`src/rtl/data_mem_ctrl.sv`:
```
// Multi-cycle data-memory stage: accepts one load/store at a time, waits WAIT_CYCLES
// extra cycles, then performs the access and pulses done (and err when out of range).
module data_mem_ctrl #(
  parameter int DATA_W      = 8,
  parameter int ADDR_W      = 8,
  parameter int DEPTH       = 256,
  parameter int WAIT_CYCLES = 1
) (
  input  logic              clk,
  input  logic              rst_n,
  input  logic              req,
  input  logic              we,
  input  logic [ADDR_W-1:0] addr,
  input  logic [DATA_W-1:0] wdata,
  output logic              busy,
  output logic              done,
  output logic              err,
  output logic [DATA_W-1:0] rdata
);

  localparam int IDX_W = (DEPTH > 1) ? $clog2(DEPTH) : 1;
  localparam logic [ADDR_W:0] DEPTH_L = (ADDR_W+1)'(DEPTH);

  typedef enum logic [0:0] {
    ST_IDLE   = 1'b0,
    ST_ACCESS = 1'b1
  } state_t;

  state_t            r_state, w_state_nxt;
  logic [3:0]        r_cnt, w_cnt_nxt;
  logic [ADDR_W-1:0] r_addr, w_addr_nxt;
  logic              r_we, w_we_nxt;
  logic [DATA_W-1:0] r_wdata, w_wdata_nxt;
  logic              r_busy, w_busy_nxt;
  logic              r_done, w_done_nxt;
  logic              r_err, w_err_nxt;
  logic [DATA_W-1:0] r_rdata;
  logic              w_load;
  logic              w_mem_we;
  logic              w_in_range;
  logic [IDX_W-1:0]  w_idx;

  logic [DATA_W-1:0] r_mem [DEPTH];

  // Full-width compare so addresses past DEPTH never alias onto real words.
  assign w_in_range = ({1'b0, r_addr} < DEPTH_L);
  assign w_idx      = r_addr[IDX_W-1:0];

  assign busy  = r_busy;
  assign done  = r_done;
  assign err   = r_err;
  assign rdata = r_rdata;

  // State, request latch and status registers
  always_ff @(posedge clk or negedge rst_n) begin
    if (!rst_n) begin
      r_state <= ST_IDLE;
      r_cnt   <= 4'd0;
      r_addr  <= '0;
      r_we    <= 1'b0;
      r_wdata <= '0;
      r_busy  <= 1'b0;
      r_done  <= 1'b0;
      r_err   <= 1'b0;
    end else begin
      r_state <= w_state_nxt;
      r_cnt   <= w_cnt_nxt;
      r_addr  <= w_addr_nxt;
      r_we    <= w_we_nxt;
      r_wdata <= w_wdata_nxt;
      r_busy  <= w_busy_nxt;
      r_done  <= w_done_nxt;
      r_err   <= w_err_nxt;
    end
  end

  // Next-state and access-strobe decode
  always_comb begin
    w_state_nxt = r_state;
    w_cnt_nxt   = r_cnt;
    w_addr_nxt  = r_addr;
    w_we_nxt    = r_we;
    w_wdata_nxt = r_wdata;
    w_busy_nxt  = r_busy;
    w_done_nxt  = 1'b0;
    w_err_nxt   = 1'b0;
    w_load      = 1'b0;
    w_mem_we    = 1'b0;
    case (r_state)
      ST_IDLE: begin
        if (req) begin
          w_addr_nxt  = addr;
          w_we_nxt    = we;
          w_wdata_nxt = wdata;
          w_cnt_nxt   = 4'(WAIT_CYCLES);
          w_state_nxt = ST_ACCESS;
          w_busy_nxt  = 1'b1;
        end else begin
          w_state_nxt = ST_IDLE;
        end
      end
      ST_ACCESS: begin
        if (r_cnt != 4'd0) begin
          w_cnt_nxt = r_cnt - 4'd1;
        end else begin
          w_state_nxt = ST_IDLE;
          w_busy_nxt  = 1'b0;
          w_done_nxt  = 1'b1;
          w_err_nxt   = ~w_in_range;
          w_mem_we    = r_we & w_in_range;
          w_load      = ~r_we & w_in_range;
        end
      end
      default: begin
        w_state_nxt = ST_IDLE;
        w_busy_nxt  = 1'b0;
      end
    endcase
  end

  // Load result register; holds until the next successful load
  always_ff @(posedge clk or negedge rst_n) begin
    if (!rst_n) begin
      r_rdata <= '0;
    end else if (w_load) begin
      r_rdata <= r_mem[w_idx];
    end else begin
      r_rdata <= r_rdata;
    end
  end

  // Storage array, deliberately left out of reset
  always_ff @(posedge clk) begin
    if (w_mem_we) begin
      r_mem[w_idx] <= r_wdata;
    end
  end

endmodule

```
`config.mk`:
```
export PLATFORM = sky130hd
export DESIGN_NAME = data_mem_ctrl
export DESIGN_NICKNAME = d
export VERILOG_FILES = /design/src/rtl/data_mem_ctrl.sv
export SDC_FILE = /design/constraint.sdc
export NUM_CORES = 2
export LEC_CHECK = 0
export CORE_ASPECT_RATIO = 0.7
export CORE_MARGIN = 4
export CORE_UTILIZATION = 30
export CTS_BUF_LIST = sky130_fd_sc_hd__clkbuf_8
export CTS_CLUSTER_DIAMETER = 60
export DETAILED_ROUTE_END_ITERATION = 12
export HOLD_SLACK_MARGIN = 0.03
export SYNTH_ARGS = -nofsm -noshare
export SYNTH_HDL_FRONTEND = slang
export SYNTH_SLANG_ARGS = --single-unit
export TNS_END_PERCENT = 20
```
`constraint.sdc`:
```
create_clock -name clk -period 5.15 [get_ports clk]
set_input_delay 0.7725 -clock clk [delete_from_list [all_inputs] [get_ports clk]]
set_output_delay 0.7725 -clock clk [all_outputs]
set_load 0.01 [all_outputs]
```
# Word-level counts from Yosys, hierarchy flattened
# Memory sizes are Yosys's and may differ from the RTL's. A register that Yosys moved wholly into a read port is not among the register bits.
# Cells that the tools add are included.
# word_totals
output_inout_bits	11
mem_bits_ro	0
register_bits	24
ram_bits	2048
wordCells	36
memories	1
latch_bits	0
# memory_table
memory	words	width	rd	rd_clocked_by_memory_dff	write_ports	line_no	rtl
r_mem	256	8	1	1	1	43	logic [DATA_W-1:0] r_mem [DEPTH];
# op_classes
shift	0
multipliers	0
n_lt_le_gt_ge	0
addsub	1
reduce_logical	5
n_mux	17
n_bitwise	2
div_mod_pow	0
eq_ne	3
# op_table
cell	count
two-way mux 1 bit	12
two-way mux 4 bit	2
case mux 4 bit (2 select lines)	1
AND reduction 2 bit	3
inequality test 2 bit, second input constant	2
case mux 1 bit (2 select lines)	2
nonzero test 4 bit	1
subtractor 4 x 1 -> 4 bit, second input constant	1
inequality test 2 x 1 -> 1 bit, second input constant	1
NOT 1 bit	2
zero test 1 bit	1

# Logic depth before layout (Yosys ltp)
# logic_depth
word_depth	5
ltp_mapped	14
ltp_nobuf	9

# Least setup slack after synthesis
# OpenSTA, ideal clock, no wires.
# synth_timing
kind	register to register
start	register r_wdata[0]
end	memory r_mem[0][0], data pin
setup_slack_ns	1.163
n_path_buf	0
t_arrival_ns	3.183
stages_incl_launch_ff	1
required_time_ns	4.346
period_less_slack_ns	3.987
path_cell_list	dfrtp_1
# synth_lines
item	line_no	rtl
start, declared	33	logic [DATA_W-1:0] r_wdata, w_wdata_nxt;
start signal, assigned	70	r_wdata <= w_wdata_nxt;
end, declared	43	
# Straight into the memory's write port.

==> flow_summary.json <==
{
  "status": "completed",
  "final_cell_mix": "edfxtp_1 (2048), mux4_2 (471), clkbuf_8 (317), nor2_1 (286), buf_4 (196)",
  "timing_hold_violations_final": 0,
  "dp.cells": 7454,
  "via_per_inst": 5.33,
  "drive_gt1_frac": 0.250,
  "crit_fanout": 47,
  "clockBufferDepth": 4,
  "dp_hpwl_um": 144000,
  "die_y_um": 443,
  "yosysSeqAreaShare": 0.770,
  "pwr_density_cell_mw_per_mm2": 545,
  "relSlewSlack": 0.0422,
  "grt_pass1_vias": 41700,
  "multi_input_area_mm2": 0.0174,
  "syn_area_mm2": 0.0809,
  "ioPinCount": 31,
  "routed_wl_um": 230000,
  "register_area_mm2": 0.0623,
  "yosysUniqueCellTypes": 68,
  "worstReg2RegEnd": "rdata[6]",
  "ctsHoldBuffers": 1,
  "drc_errors": 0,
  "clock_latency_ns": 0.96,
  "nNetsFinal": 4244,
  "drt_iter0_markers": 5991,
  "grtUsageTotal": 0.161,
  "cts_made_buffers": 308,
  "final_common_cell": "edfxtp_1",
  "r2r_slack_ns": 0.75,
  "cts_setup_buffers": 0,
  "avgSynthCellArea_um2": 20.8,
  "grt.overflow.total": 0,
  "fin_crit_sh": 0.853,
  "period_needed_ns": 4.40,
  "r2r_cells": 7,
  "drtAntennaViolNets": 0,
  "start_util": 0.302,
  "yosysWarnings": 0,
  "num-fill-cells": 24900,
  "maxCapViolations": 0,
  "grt_setup_unrepaired": "no",
  "syn-num-nets": 3917,
  "hold_start": "wdata[2]",
  "hp-class": "input port to flip-flop",
  "synthCells": 3896,
  "crit_arrival_ns": 5.16,
  "ys_seq_elements": 2080,
  "power.total_mw": 50.2,
  "antenna_found_initial": 8,
  "min_path_cells": 3,
  "wl_per_cell_um": 28.8,
  "async_flop_share": 0.0154,
  "grt_pass1_wl_um": 324000,
  "worstHoldEndpoint": "r_wdata[2]",
  "synth_edf_count": 2048,
  "rows": 159,
  "final-max-slew-violation-count": 0,
  "critPathCaptureType": "flip-flop",
  "setup_violations": 0,
  "globalplace.congestion": 0.895,
  "cellLeakagePower_nw": 28.6,
  "start_kind": "flip-flop",
  "r2r_start": "r_addr[0]",
  "port_buffers": 29,
  "dieArea_mm2": 0.278,
  "synth_ff_type": "edfxtp_1",
  "root_buffer": "clkbuf_8",
  "crit_path_top_delay_cell": "dfrtp_4",
  "area_growth_pct": 13.7,
  "cts_tree": "built",
  "die_x_um": 629,
  "critPathMaxStageDelay_ns": 1.24,
  "cts_max_level": 5,
  "worstMarginPinSlew_ns": 1.43,
  "ir_drop_v": 0.000592,
  "cts.sinks": 2080,
  "fin_setup_tns_ns": 0,
  "num_vias": 42700,
  "path_cells": "buf_4, mux4_2, mux4_2, nand3_1, nand4b_1, nor4_1, o22ai_1",
  "finalNonFillerCells": 8004,
  "crit_required_ns": 5.92,
  "cts_resized": 0,
  "core_mm2": 0.268,
  "fmax_mhz": 228,
  "cts.clk_slew.worst_paths_ns": 0.07,
  "worstSetupPathType": "flip-flop to flip-flop",
  "grt_max_degree": 173,
  "skew_ns": 0.101,
  "cpMostUsedCell": "mux4_2",
  "drt_first_pass_iters": 6
}
-- synthesized netlist by cell type (6+ instances only) --
cell	number	area, um^2
nand3_1	61	305
nor3_1	19	95.1
nand4_1	12	75.1
buf_4	32	240
nor4_1	8	50.1
a21oi_1	31	155
mux4_2	471	10600
buf_2	53	265
mux2_2	14	158
nand2_1	150	563
inv_1	9	33.8
dfrtp_1	32	801
o21ai_0	32	160
a31oi_1	14	87.6
o22ai_1	48	300
clkbuf_1	112	420
a22o_1	6	52.6
a32oi_1	10	87.6
mux2i_1	186	1860
buf_1	15	56.3
edfxtp_1	2048	61500
o211ai_1	10	75.1
nor2_1	288	1080
a22oi_1	79	593
buf_6	25	282
nor2b_1	17	106
a211oi_1	16	120
-- critical path: cells and delay by family (launching register included) --
kind	cells	cell delay, ns
mux	2	1.05
simple gates	3	1.31
compound gates	1	0.14
flops	1	1.24
buf+inv	1	0.51
-- state kept, by name (all words and copies together), names as in the netlist --
register and cells:
r_mem 2048, r_wdata 8, rdata 8, r_we 1, r_addr 8, r_cnt 4
r_state 1, busy 1, done 1
-- stage by stage --
step	worst slack, ns	area (um^2)	hold slack (ns)	utilization
after floorplan	1.16	80900	0.468	-
after global placement	0.746	86500	0.527	0.322
after detailed placement	0.731	86500	0.523	0.322
after CTS	0.737	92000	0.305	0.343
after global routing	0.533	92000	0.349	0.343
final	0.755	92000	0.395	0.343
-- how the worst max path moves through the flow --
stage	startpoint	end	slack [ns]	cells after the start
2_1_floorplan	r_wdata[0]	r_mem[0][0]	1.16	0
3_3_place_gp	r_addr[0]	rdata[6]	0.75	7
3_5_place_dp	r_addr[0]	rdata[6]	0.73	7
4_1_cts	r_addr[0]	rdata[4]	0.74	9
5_1_grt	r_addr[0]	rdata[4]	0.53	9
6_report	r_addr[0]	rdata[6]	0.75	7
-- per-layer routing --
layer	part of all wire	up-vias	track usage
met4	0.027	4	0.0456
li1	-	16800	-
met5	0.00020	-	0
met2	0.41	2694	0.212
met1	0.44	22800	0.245
met3	0.13	391	0.0568
-- logic make-up after synthesis --
kind of cell,share of synthesized area
adders and majority gates,0.000155
buffers and inverters,0.0162
other,0.0000463
xor gates and xnor gates,0.000108
DFF,0.770
and+or+nand+nor,0.0319
muxes,0.156
AOI/OAI and AO/OA,0.0255
-- layout make-up --
| cell class | count | share of cell area |
|---|---|---|
| flip-flops and latches | 2080 | 0.677 |
| multi-input cells | 1567 | 0.189 |
| well taps | 3542 | 0.0482 |
| clock buffers | 317 | 0.0474 |
| repair buffers | 254 | 0.0253 |
| clock inverters | 227 | 0.0125 |
| inverters | 12 | 0.000544 |
| diodes | 5 | 0.000136 |
-- where the power goes --
part	total (mW)	leakage [nW]	internal (mW)	switching (mW)
Combinational	15.5	6.51	5.40	10.1
Sequential	22.2	18.9	21.1	1.09
Clock	12.5	3.17	6.05	6.42
No activity file was read; power rests on OpenSTA's default activity.
